==> config.mk <==
export PLATFORM = sky130hd
export DESIGN_NAME = ddr_pmon_ctrl
export DESIGN_NICKNAME = d
export VERILOG_FILES = /design/src/rtl/ddr_pmon_ctrl.sv
export SDC_FILE = /design/constraint.sdc
export NUM_CORES = 1
export LEC_CHECK = 0
export CAP_MARGIN = 20
export CORE_UTILIZATION = 35
export CTS_BUF_LIST = sky130_fd_sc_hd__clkbuf_8
export CTS_CLUSTER_SIZE = 10
export DETAILED_ROUTE_END_ITERATION = 7
export DONT_BUFFER_PORTS = 1
export HOLD_SLACK_MARGIN = 0.08
export PLACE_DENSITY = 0.5
export RECOVER_POWER = 25
export SYNTH_ARGS = -nofsm -noshare
export SYNTH_HDL_FRONTEND = slang
export SYNTH_SLANG_ARGS = --single-unit
==> constraint.sdc <==
create_clock -name i_clk -period 2.5 [get_ports i_clk]
set_clock_uncertainty 0.05 [all_clocks]
set_input_delay 0.5 -clock i_clk [delete_from_list [all_inputs] [get_ports i_clk]]
set_output_delay 0.5 -clock i_clk [all_outputs]
set_load 0.02 [all_outputs]
==> src/rtl/ddr_pmon_ctrl.sv <==
// Process-monitor measurement sequencer: pulses the NOR/NAND PMON enables,
// accumulates 2^N count samples and publishes truncated averages.
module ddr_pmon_ctrl #(
  parameter int CNT_W        = 24,
  parameter int MAX_AVG_LOG2 = 4,
  parameter int OFF_CYC      = 8
) (
  input  logic             i_clk,
  input  logic             i_rst_n,
  input  logic             i_start,
  input  logic [1:0]       i_mode,
  input  logic [2:0]       i_avg_log2,
  input  logic [15:0]      i_timeout,
  input  logic             i_clr_err,
  input  logic             i_pmon_done_nor,
  input  logic             i_pmon_done_nand,
  input  logic [CNT_W-1:0] i_pmon_count_nor,
  input  logic [CNT_W-1:0] i_pmon_count_nand,
  output logic             o_pmon_en_nor,
  output logic             o_pmon_en_nand,
  output logic             o_busy,
  output logic             o_done,
  output logic             o_err_timeout,
  output logic [CNT_W-1:0] o_count_nor,
  output logic [CNT_W-1:0] o_count_nand
);

  localparam int ACC_W = CNT_W + MAX_AVG_LOG2;
  localparam int SMP_W = MAX_AVG_LOG2 + 1;
  localparam int OFF_W = $clog2(OFF_CYC + 1);

  typedef enum logic [2:0] {
    S_IDLE, S_EN_NOR, S_OFF_NOR, S_EN_NAND, S_OFF_NAND, S_UPDATE
  } state_t;

  state_t             state_q, state_d;
  logic [1:0]         sync_nor_q, sync_nor_d, sync_nand_q, sync_nand_d;
  logic [1:0]         mode_q, mode_d;
  logic [2:0]         log2_q, log2_d;
  logic [ACC_W-1:0]   acc_nor_q, acc_nor_d, acc_nand_q, acc_nand_d;
  logic [SMP_W-1:0]   smp_cnt_q, smp_cnt_d;
  logic [15:0]        timer_q, timer_d;
  logic [OFF_W-1:0]   off_cnt_q, off_cnt_d;
  logic               aborted_q, aborted_d;
  logic               en_nor_q, en_nor_d, en_nand_q, en_nand_d;
  logic               busy_q, busy_d, done_q, done_d, err_q, err_d;
  logic [CNT_W-1:0]   count_nor_q, count_nor_d, count_nand_q, count_nand_d;

  logic               done_nor, done_nand;
  logic               set_err, end_sample, timed_out, off_elapsed;
  logic [SMP_W-1:0]   smp_inc;
  logic [ACC_W-1:0]   avg_nor, avg_nand;

  assign done_nor    = sync_nor_q[1];
  assign done_nand   = sync_nand_q[1];
  assign timed_out   = (i_timeout != '0) && (timer_q == i_timeout);
  assign off_elapsed = off_cnt_q >= OFF_W'(OFF_CYC - 1);
  assign smp_inc     = smp_cnt_q + SMP_W'(1);
  assign avg_nor     = acc_nor_q >> log2_q;
  assign avg_nand    = acc_nand_q >> log2_q;

  always_comb begin
    sync_nor_d   = {sync_nor_q[0], i_pmon_done_nor};
    sync_nand_d  = {sync_nand_q[0], i_pmon_done_nand};
    state_d      = state_q;
    mode_d       = mode_q;
    log2_d       = log2_q;
    acc_nor_d    = acc_nor_q;
    acc_nand_d   = acc_nand_q;
    smp_cnt_d    = smp_cnt_q;
    timer_d      = timer_q;
    off_cnt_d    = off_cnt_q;
    aborted_d    = aborted_q;
    count_nor_d  = count_nor_q;
    count_nand_d = count_nand_q;
    done_d       = 1'b0;
    set_err      = 1'b0;
    end_sample   = 1'b0;

    unique case (state_q)
      S_IDLE: begin
        if (i_start && (i_mode != 2'b00)) begin
          mode_d     = i_mode;
          log2_d     = (i_avg_log2 > 3'(MAX_AVG_LOG2)) ? 3'(MAX_AVG_LOG2) : i_avg_log2;
          acc_nor_d  = '0;
          acc_nand_d = '0;
          smp_cnt_d  = '0;
          timer_d    = '0;
          aborted_d  = 1'b0;
          state_d    = i_mode[0] ? S_EN_NOR : S_EN_NAND;
        end
      end
      S_EN_NOR: begin
        if (done_nor) begin
          acc_nor_d = acc_nor_q + ACC_W'(i_pmon_count_nor);
          off_cnt_d = '0;
          state_d   = S_OFF_NOR;
        end else if (timed_out) begin
          set_err   = 1'b1;
          aborted_d = 1'b1;
          off_cnt_d = '0;
          state_d   = S_OFF_NOR;
        end else begin
          timer_d = timer_q + 16'd1;
        end
      end
      S_OFF_NOR: begin
        if (!off_elapsed) begin
          off_cnt_d = off_cnt_q + OFF_W'(1);
        end else if (!done_nor) begin
          timer_d = '0;
          if (aborted_q)      state_d = S_IDLE;
          else if (mode_q[1]) state_d = S_EN_NAND;
          else                end_sample = 1'b1;
        end
      end
      S_EN_NAND: begin
        if (done_nand) begin
          acc_nand_d = acc_nand_q + ACC_W'(i_pmon_count_nand);
          off_cnt_d  = '0;
          state_d    = S_OFF_NAND;
        end else if (timed_out) begin
          set_err   = 1'b1;
          aborted_d = 1'b1;
          off_cnt_d = '0;
          state_d   = S_OFF_NAND;
        end else begin
          timer_d = timer_q + 16'd1;
        end
      end
      S_OFF_NAND: begin
        if (!off_elapsed) begin
          off_cnt_d = off_cnt_q + OFF_W'(1);
        end else if (!done_nand) begin
          timer_d = '0;
          if (aborted_q) state_d = S_IDLE;
          else           end_sample = 1'b1;
        end
      end
      S_UPDATE: state_d = S_IDLE;
      default:  state_d = S_IDLE;
    endcase

    // Results are loaded on entry to UPDATE so they are valid in the o_done cycle.
    if (end_sample) begin
      smp_cnt_d = smp_inc;
      if (smp_inc == (SMP_W'(1) << log2_q)) begin
        state_d = S_UPDATE;
        done_d  = 1'b1;
        if (mode_q[0]) count_nor_d  = avg_nor[CNT_W-1:0];
        if (mode_q[1]) count_nand_d = avg_nand[CNT_W-1:0];
      end else begin
        state_d = mode_q[0] ? S_EN_NOR : S_EN_NAND;
      end
    end

    en_nor_d  = (state_d == S_EN_NOR);
    en_nand_d = (state_d == S_EN_NAND);
    busy_d    = (state_d != S_IDLE);
    err_d     = err_q;
    if (i_clr_err) err_d = 1'b0;
    if (set_err)   err_d = 1'b1;
  end

  always_ff @(posedge i_clk or negedge i_rst_n) begin
    if (!i_rst_n) begin
      state_q      <= S_IDLE;
      sync_nor_q   <= '0;
      sync_nand_q  <= '0;
      mode_q       <= '0;
      log2_q       <= '0;
      acc_nor_q    <= '0;
      acc_nand_q   <= '0;
      smp_cnt_q    <= '0;
      timer_q      <= '0;
      off_cnt_q    <= '0;
      aborted_q    <= 1'b0;
      en_nor_q     <= 1'b0;
      en_nand_q    <= 1'b0;
      busy_q       <= 1'b0;
      done_q       <= 1'b0;
      err_q        <= 1'b0;
      count_nor_q  <= '0;
      count_nand_q <= '0;
    end else begin
      state_q      <= state_d;
      sync_nor_q   <= sync_nor_d;
      sync_nand_q  <= sync_nand_d;
      mode_q       <= mode_d;
      log2_q       <= log2_d;
      acc_nor_q    <= acc_nor_d;
      acc_nand_q   <= acc_nand_d;
      smp_cnt_q    <= smp_cnt_d;
      timer_q      <= timer_d;
      off_cnt_q    <= off_cnt_d;
      aborted_q    <= aborted_d;
      en_nor_q     <= en_nor_d;
      en_nand_q    <= en_nand_d;
      busy_q       <= busy_d;
      done_q       <= done_d;
      err_q        <= err_d;
      count_nor_q  <= count_nor_d;
      count_nand_q <= count_nand_d;
    end
  end

  assign o_pmon_en_nor  = en_nor_q;
  assign o_pmon_en_nand = en_nand_q;
  assign o_busy         = busy_q;
  assign o_done         = done_q;
  assign o_err_timeout  = err_q;
  assign o_count_nor    = count_nor_q;
  assign o_count_nand   = count_nand_q;

endmodule

==> impl_metrics.tcl, run 1 <==
set metrics [dict create \
    ys.flop_type "dfrtp_1" \
    cap_violations 0 \
    post-synth-top-area-cell "dfrtp_1" \
    final.setup.worst_slack_ns -0.0274 \
    grt_max_degree 148 \
    yosysSeqAreaShare 0.360 \
    worst_path_max_delay_cell "dfrtp_1" \
    final_cell_mix "dfrtp_1 (145), buf_4 (126), nand2_1 (121)" \
    grt_pass1_wl_um 47000 \
    period_minus_slack_ns 2.53 \
    power_density_nw_per_um2 1060 \
    critical_path_required_ns 2.81 \
    die_width_um 173 \
    drv_slew 0 \
    netlist_area_um2 10200 \
    start_util 0.356 \
    synth.distinct_cells 68 \
    synth_top_area_frac 0.360 \
    num_rows 62 \
    drive_gt1_frac 0.215 \
    cp.arrival_ns 2.84 \
    critPathKind "reg2reg" \
    hold_violations 147 \
    fp.coreArea_um2 28700 \
    ant_nets 0 \
    cts_tree "yes" \
    worstHoldPathType "in2async" \
    finalNetCount 1318 \
    dieArea_um2 29900 \
    cts_sinks 147 \
    syn_inst 1092 \
    cts_buffers 17 \
    drt_pass1_iterations 5 \
    drtIter0Drc 416 \
    hpwlAfterDp_um 21500 \
    fin_crit_sh 1.01 \
    syn2layout_area_growth_pct 21.0 \
    worst_pin_slew_ns 0.744 \
    cts.path.max_buffers 2 \
    fillCellCount 2852 \
    clk_latency_ns 0.48 \
    drcViolationCount 0 \
    syn_nets 1220 \
    place_congestion 0.829 \
    cpPeakStageDelay_ns 0.43 \
    synth.top_cells.by_area "dfrtp_1 (36%), mux2i_1 (9.5%), ha_1 (6.2%), o21ai_0 (5.0%), nand2_1 (4.5%)" \
    ios 128 \
    ys_warn_count 0 \
    clk_pin_slew_worst_paths_ns 0.10 \
    root_buffer "clkbuf_8" \
    die_h_um 173 \
    ys_seq_elements 147 \
    fin_tns_setup_ns -0.0387 \
    numPortBuffers 0 \
    critical_path.cell_chain "ha_4 > nand2_2 > or3b_4 > a21boi_4 > a21oi_4 > o311ai_4 > o221ai_4 > xnor2_1 > a22o_1" \
    cp-end-kind "flop" \
    grt_pass1_vias 8494 \
    p_leak_uw 0.00575 \
    timing.reg2reg.worst_path_depth 9 \
    violations "negative hold slack, negative setup slack" \
    antenna_found_initial 1 \
    via_per_inst 5.43 \
    crit_fanout 4 \
    layout_commonest_cell "dfrtp_1" \
    rsz0062_at_grt "true" \
    clock.fmax_mhz 396 \
    wl_per_cell_um 18.5 \
    hold_buffers 6 \
    status "complete, but fails checks" \
    async_reset_ff_frac 1.00 \
    utilization 0.431 \
    max-vdd-ir-drop_mv 0.425 \
    grtUsageTotal 0.199 \
    start_kind "flop" \
    gr-total-overflow 0 \
    maxSlewHeadroom 0.499 \
    drt_wl_total_um 29300 \
    finalSetupViolations 2 \
    via_count 8621 \
    hold_ws_ns -0.331 \
    cts-htree-levels 4 \
    avgSynthCellArea_um2 9.37 \
    synth_edf_count 0 \
]
path summary, 6_finish.rpt:
| check | start | endpoint | slack, ns |
|---|---|---|---|
| max in group asynchronous | i_rst_n | acc_nand_q[11] | 2.48 |
| hold reg to reg | sync_nor_q[0] | sync_nor_q[1] | 0.31 |
| hold / removal | i_rst_n | o_count_nor[16] | -0.33 |
| setup / recovery | acc_nand_q[3] | acc_nand_q[23] | -0.03 |
| setup reg to reg | acc_nand_q[3] | acc_nand_q[23] | -0.03 |
| min in group i_clk | i_avg_log2[1] | log2_q[1] | 0.18 |
power by group:
| part | switching (uW) | leakage [uW] | internal, uW | total (uW) |
|---|---|---|---|---|
| combinational | 4130 | 0.00355 | 3640 | 7760 |
| sequential | 584 | 0.00199 | 2850 | 3440 |
| clock | 1070 | 0.000208 | 914 | 1980 |
| total | 5780 | 0.00575 | 7400 | 13200 |
through the flow:
step | hold slack, ns | instance area [um2] | cells | power (uW) | setup slack (ns)
floorplan | 0.154 | 10300 | 1092 | 8370 | -0.0488
global placement | 0.165 | 11500 | 1540 | 10700 | -0.236
detailed placement | 0.165 | 11500 | 1540 | 10800 | -0.240
CTS | -0.378 | 12000 | 1579 | 12900 | -0.0583
global route | -0.376 | 12400 | 1587 | 14200 | -0.148
finish | -0.331 | 12400 | 1588 | 13200 | -0.0274
repair_timing:
item / in CTS / in global routing
buffers inserted: 1 / 7
pin swaps: 5 / 20
setup endpoints to repair: 39 / 81
resized for setup: 16 / 44
endpoints found under the hold margin: 153 / 147
cloned: 0 / 1
cells in the mapped netlist, drive strengths merged (4+ instances only):
master / count
mux2i: 97
xor2: 36
nand3b: 5
a21o: 23
o21bai: 5
a31oi: 12
a22o: 24
inv: 14
buf: 12
nor3b: 10
o31ai: 10
mux2: 8
ha: 51
nand4: 8
nor3: 11
nor4b: 4
dfrtp: 147
a211oi: 18
and2: 7
nor4: 12
xnor2: 31
nand2b: 6
nor2b: 14
nor2: 53
or2: 4
nand3: 39
mux4: 17
o21ai: 106
a21oi: 64
o211ai: 7
o21a: 8
clkbuf: 46
nand2: 123
and3: 21
sequential cells by signal, indices dropped and copies added, names as in the netlist:
name,flops
state_q,3
o_busy,1
smp_cnt_q,5
o_count_nor,24
acc_nor_q,28
mode_q,2
off_cnt_q,4
sync_nor_q,2
log2_q,3
acc_nand_q,28
sync_nand_q,2
o_count_nand,24
o_err_timeout,1
aborted_q,1
timer_q,16
o_done,1
o_pmon_en_nor,1
o_pmon_en_nand,1
layer usage:
metal | global-route usage | wire length [um] | vias up
li1 | - | - | 4238
met4 | 0.0568 | 407 | 0
met1 | 0.286 | 14500 | 4183
met2 | 0.293 | 12800 | 176
met3 | 0.0499 | 1620 | 24
met5 | 0 | 0 | -
area by class of cell:
cell class / instances / area, um2 / share of cell area
multi-input cells: 873 / 6660 / 0.538
flip-flops and latches: 147 / 3680 / 0.297
repair buffers: 137 / 1100 / 0.0890
well taps: 384 / 480 / 0.0388
clock buffers: 17 / 234 / 0.0189
clock inverters: 15 / 169 / 0.0136
inverters: 14 / 52.6 / 0.00424
diodes: 1 / 2.50 / 0.000202
worst max-delay path, delay by kind of cell, from the launching register on:
kind	cells	cell delay [ns]
adders and majority gates	1	0.29
DFF	1	0.43
and+or+nand+nor	2	0.45
xor gates and xnor gates	1	0.16
AOI/OAI and AO/OA	5	1.02
cells by family after synthesis:
logic type,Yosys count,synth area share
simple gates,324,0.154
mux,122,0.141
flops,147,0.360
xor+xnor,67,0.0573
fa+ha+maj,53,0.0663
compound gates,307,0.193
buf+inv,72,0.0284
Power figures use the tool's default switching activity.
==> run 2: changes to the inputs <==
DONT_BUFFER_PORTS = not set   (was 1)
PLACE_DENSITY = 0.56   (was 0.5)
==> run 2 against run 1 <==
  * The run ends with max-capacitance violations, max-slew violations, negative setup slack left
  * Largest cell class unchanged
  * Utilization is 6.2 points higher
  * Wire length grew 1.1%
  * Global-route usage shrank 0.28 points
  * Highest routed layer unchanged
  * Sequential share of layout area decreased by 3.8 points
==> impl_metrics.tcl, run 2 (synthesis gave the netlist of run 1 again) <==
set metrics [dict create \
    top_regs "acc_nand_q (28), acc_nor_q (28)" \
    wl_per_cell_um 16.8 \
    reg2reg_from "acc_nand_q[0]" \
    critPathKind "reg2reg" \
    final_cell_mix "buf_4 (172), dfrtp_1 (145), nand2_1 (120)" \
    fin_crit_sh 1.04 \
    power_density_nw_per_um2 953 \
    grt_pass1_vias 8978 \
    start_kind "flop" \
    drt_wl_total_um 29700 \
    power.switching_uw 5790 \
    cp.arrival_ns 2.88 \
    cpPeakStageDelay_ns 0.43 \
    seq_power_share 0.253 \
    layout_commonest_cell "buf_4" \
    cp-end-kind "flop" \
    max-vdd-ir-drop_mv 0.517 \
    p_leak_uw 0.00655 \
    clk_latency_ns 0.46 \
    whs_endpoint "sync_nand_q[1]" \
    hpwlAfterDp_um 22000 \
    pwr-share-comb 0.620 \
    via_per_inst 5.28 \
    finalSetupViolations 11 \
    clock.fmax_mhz 386 \
    rsz0062_at_grt "true" \
    drtIter0Drc 485 \
    hold_violations 0 \
    cts_tree "yes" \
    r2r_slack_ns -0.09 \
    timing.reg2reg.worst_path_depth 11 \
    num_antenna_cells 0 \
    antenna_found_initial 0 \
    die_h_um 173 \
    drt_pass1_iterations 4 \
    grtUsageTotal 0.196 \
    p_int_uw 7710 \
    maxSlewHeadroom -0.176 \
    cts.path.max_buffers 2 \
    cts_buffers 17 \
    fillCellCount 2750 \
    via_count 9312 \
    whs_path_depth 0 \
    worst_pin_slew_ns 1.76 \
    placedCellCount 1716 \
    final.setup.worst_slack_ns -0.0901 \
    clk_pin_slew_worst_paths_ns 0.08 \
    period_minus_slack_ns 2.59 \
    dieArea_um2 29900 \
    ant_nets 0 \
    worst_path_max_delay_cell "dfrtp_1" \
    ios 128 \
    grt_pass1_wl_um 47200 \
    stdcell_count 1763 \
    fp.coreArea_um2 28700 \
    drive_gt1_frac 0.233 \
    grt_max_degree 68 \
    cts_sinks 147 \
    drcViolationCount 0 \
    drv_slew 66 \
    place_congestion 0.884 \
    crit_fanout 2 \
    cap_violations 1 \
    num_rows 62 \
    switching_share 0.429 \
    finalNetCount 1495 \
    power_frac_clock 0.127 \
    worstHoldPathType "reg2reg" \
    numPortBuffers 127 \
    status "complete, but fails checks" \
    die_width_um 173 \
    critical_path.cell_chain "ha_4 > fa_2 > a21oi_4 > o21ai_4 > a211oi_4 > nor2_2 > buf_4 > a211o_1 > a21oi_2 > xnor2_1 > a22o_1" \
    place_ws_ns -0.712 \
    syn2layout_area_growth_pct 38.5 \
    hp-start "sync_nand_q[0]" \
    violations "max-capacitance violations, max-slew violations, negative setup slack" \
    fin_tns_setup_ns -0.392 \
    r2r_end "acc_nand_q[14]" \
    cts-htree-levels 4 \
    root_buffer "clkbuf_8" \
    gr-total-overflow 0 \
    start_util 0.356 \
    critical_path_required_ns 2.79 \
]
[run 2: changes by cell type in the layout (fill, tap and decap cells not counted), moves of 4 or more]
| cell | previous run | this run |
|---|---|---|
| a21oi_1 | 55 | 50 |
| buf_4 | 126 | 172 |
| dlygate4sd2_1 | 0 | 4 |
| a21oi_2 | 7 | 12 |
| clkbuf_16 | 1 | 5 |
| inv_6 | 6 | 0 |
| clkdlybuf4s50_1 | 0 | 119 |
[run 2: per-stage QoR]
step / total power [uW] / util / hold slack, ns / cell area [um2]
2_1_floorplan: 8370 / - / 0.154 / 10300
3_3_place_gp: 11200 / 0.459 / 0.286 / 13200
3_5_place_dp: 11300 / 0.459 / 0.287 / 13200
4_1_cts: 13200 / 0.478 / 0.318 / 13700
5_1_grt: 14500 / 0.494 / 0.328 / 14200
6_report: 13500 / 0.494 / 0.311 / 14200
[run 2: how the worst max path moves through the flow]
stage	depth (start not counted)	slack, ns	from	end
finish	11	-0.09	acc_nand_q[0]	acc_nand_q[14]
floorplan	11	-0.05	smp_cnt_q[0]	o_count_nor[23]
detailed placement	10	-0.71	i_pmon_count_nand[1]	acc_nand_q[23]
CTS	10	-0.11	acc_nand_q[0]	acc_nand_q[16]
global route	9	-0.17	acc_nand_q[1]	acc_nand_q[27]
global placement	10	-0.70	i_pmon_count_nand[1]	acc_nand_q[23]
[run 2: power by group through the flow]
| stage | registers (uW) | clock network (uW) | logic [uW] |
|---|---|---|---|
| global placement | 3410 | 0 | 7780 |
| CTS | 3380 | 1770 | 8080 |
| floorplan | 3320 | 0 | 5050 |
| finish | 3410 | 1720 | 8370 |
| global route | 3480 | 1860 | 9140 |
| detailed placement | 3420 | 0 | 7840 |
[run 2: final cells by class]
cell class | instances | area (um2) | area share
clock buffer | 18 | 248 | 0.0175
clock inverter | 13 | 97.6 | 0.00689
multi-input combinational | 873 | 6770 | 0.478
sequential | 147 | 3680 | 0.260
tap | 384 | 480 | 0.0339
inverter | 14 | 52.6 | 0.00371
timing repair buffer | 314 | 2840 | 0.200
[run 2: critical path: cells and delay by family, from the launching register on]
kind / cells / cell delay, ns
flip-flops: 1 / 0.43
AND/OR/NAND/NOR: 1 / 0.07
adder cells (fa/ha/maj): 2 / 0.60
XOR/XNOR: 1 / 0.07
AO/OA/AOI/OAI: 6 / 1.11
buffers and inverters: 1 / 0.15
[run 2: metal layers]
metal	vias up	part of all wire	global-route usage
met5	-	0	0
met4	0	0.013	0.0468
met3	26	0.035	0.0292
met2	200	0.45	0.307
met1	4489	0.50	0.284
li1	4597	-	-
[run 2: timing repair]
item | in CTS | in global routing
cloned | 0 | 5
hold buffers | 1 | 0
gates resized for setup | 38 | 52
endpoints found under the hold margin | 62 | 0
setup buffers | 3 | 7
endpoints found under the setup margin | 42 | 75
pin swaps | 20 | 23
==> run 3: changes to the inputs <==
PLACE_DENSITY = 0.57   (was 0.56)
==> run 3 against run 2 <==
  * The run still ends with max-capacitance violations, max-slew violations, negative setup slack left
  * Fmax rose by 2.4%
  * Combinational power down 0.5%
  * Hold slack improved by 0.0030 ns
  * Setup slack improved by 0.061 ns
  * Clock power increased by 19%
  * Largest power group unchanged
==> impl_metrics.tcl, run 3 (synthesis gave the netlist of run 1 again) <==
set metrics [dict create \
    crit_cells 9 \
    antenna_found_initial 1 \
    via_count 9366 \
    final.setup.worst_slack_ns -0.0287 \
    worst_pin_slew_ns 1.57 \
    cts_tree "yes" \
    layout_commonest_cell "buf_4" \
    num_antenna_cells 0 \
    clk_pin_slew_worst_paths_ns 0.09 \
    hold_ws_ns 0.314 \
    drt_pass1_iterations 5 \
    drtIter0Drc 529 \
    start_util 0.356 \
    critical_path_required_ns 2.79 \
    critPathKind "reg2reg" \
    rsz0062_at_grt "true" \
    hold_violations 0 \
    timing.reg2reg.worst_path_depth 9 \
    fin_crit_sh 1.01 \
    cap_violations 1 \
    clk_latency_ns 0.46 \
    whs_path_depth 0 \
    hpwlAfterDp_um 22100 \
    violations "max-capacitance violations, max-slew violations, negative setup slack" \
    dieArea_um2 29900 \
    max-vdd-ir-drop_mv 0.550 \
    cpPeakStageDelay_ns 0.42 \
    place_congestion 0.890 \
    root_buffer "clkbuf_8" \
    via_per_inst 5.32 \
    ant_nets 0 \
    status "complete, but fails checks" \
    fp.coreArea_um2 28700 \
    cts-htree-levels 4 \
    grt_pass1_vias 9065 \
    final_cell_mix "buf_4 (165), dfrtp_1 (145), clkdlybuf4s50_1 (113)" \
    gr-max-usage-layer "met2" \
    wl_per_cell_um 17.3 \
    cts_sinks 147 \
    start_kind "flop" \
    stdcell_count 1762 \
    utilization 0.501 \
    cts_buffers 17 \
    maxSlewHeadroom -0.0460 \
    grt_pass1_wl_um 47800 \
    worst_path_max_delay_cell "dfrtp_1" \
    worstHoldPathType "reg2reg" \
    drive_gt1_frac 0.258 \
    grt_util_met2 0.306 \
    period_minus_slack_ns 2.53 \
    finalNetCount 1493 \
    drt_wl_total_um 30600 \
    die_width_um 173 \
    use_met1 0.292 \
    p_leak_uw 0.00659 \
    cp.arrival_ns 2.82 \
    num_rows 62 \
    crit_fanout 4 \
    cts.path.max_buffers 2 \
    gr-total-overflow 0 \
    syn2layout_area_growth_pct 40.7 \
    grtUsageTotal 0.199 \
    numPortBuffers 127 \
    grt_use_met3 0.0319 \
    drcViolationCount 0 \
    crit_buf_inv 0 \
    placedCellCount 1713 \
    power_density_nw_per_um2 958 \
    grt_max_degree 65 \
    clock.fmax_mhz 395 \
    top_regs "acc_nand_q (28), acc_nor_q (28)" \
    critical_path.cell_chain "ha_4 > a21oi_2 > or3b_4 > a21boi_4 > a21oi_4 > o311ai_4 > o221ai_4 > xnor2_1 > a22o_1" \
    drv_slew 64 \
    cpLargestDelayFamily "compound AO/OA/AOI/OAI gates" \
    cp-end-kind "flop" \
    ios 128 \
    die_h_um 173 \
    finalSetupViolations 1 \
]
[run 3: layer usage]
| metal | up-vias | share of wire |
|---|---|---|
| met5 | - | 0.00036 |
| met4 | 2 | 0.014 |
| met3 | 29 | 0.042 |
| met2 | 222 | 0.46 |
| met1 | 4529 | 0.49 |
| li1 | 4584 | - |
[run 3: through the flow]
step           total power (uW)  worst slack, ns  cell area (um2)  TNS, ns
5_1_grt                   14800           -0.113            14400    -2.67
3_3_place_gp              11100           -0.734            13100   -24.29
6_report                  13800          -0.0287            14400  -0.0287
4_1_cts                   13500          -0.0708            13800  -0.0839
2_1_floorplan              8370          -0.0488            10300   -0.978
3_5_place_dp              11200           -0.711            13100   -25.04
[run 3: final cells by class]
type / count / area [um2]
clock buffer: 20 / 275
sequential: 147 / 3680
clock inverter: 12 / 153
multi-input combinational: 873 / 6910
tap: 384 / 480
inverter: 14 / 52.6
timing repair buffer: 312 / 2840
fill: 2739 / 14300
[run 3: worst paths after layout]
| kind | startpoint | to | slack (ns) |
|---|---|---|---|
| setup / recovery | acc_nand_q[1] | acc_nand_q[23] | -0.03 |
| hold / removal | sync_nand_q[0] | sync_nand_q[1] | 0.31 |
| setup reg to reg | acc_nand_q[1] | acc_nand_q[23] | -0.03 |
| hold reg to reg | sync_nand_q[0] | sync_nand_q[1] | 0.31 |
| max in group asynchronous | i_rst_n | timer_q[9] | 0.40 |
| min in group asynchronous | i_rst_n | o_count_nor[14] | 0.93 |
[run 3: worst reg2reg max path: cells and delay by family (launching register included)]
kind,cells,cell delay [ns]
AO/OA/AOI/OAI,6,1.09
flip-flops,1,0.42
AND/OR/NAND/NOR,1,0.41
adder cells (fa/ha/maj),1,0.28
XOR/XNOR,1,0.16
[run 3: what timing repair did]
action / CTS / global route
pin swaps: 26 / 42
hold buffers: 1 / 0
gates cloned: 0 / 11
gates resized for setup: 45 / 116
endpoints found under the hold margin: 60 / 0
endpoints found under the setup margin: 46 / 80
setup buffers: 2 / 4
[run 3: power by group]
| part | total, uW | switching [uW] | leakage, uW | internal (uW) |
|---|---|---|---|---|
| clock network | 2040 | 967 | 0.000219 | 1070 |
| logic | 8330 | 4280 | 0.00438 | 4050 |
| registers | 3430 | 575 | 0.00199 | 2850 |
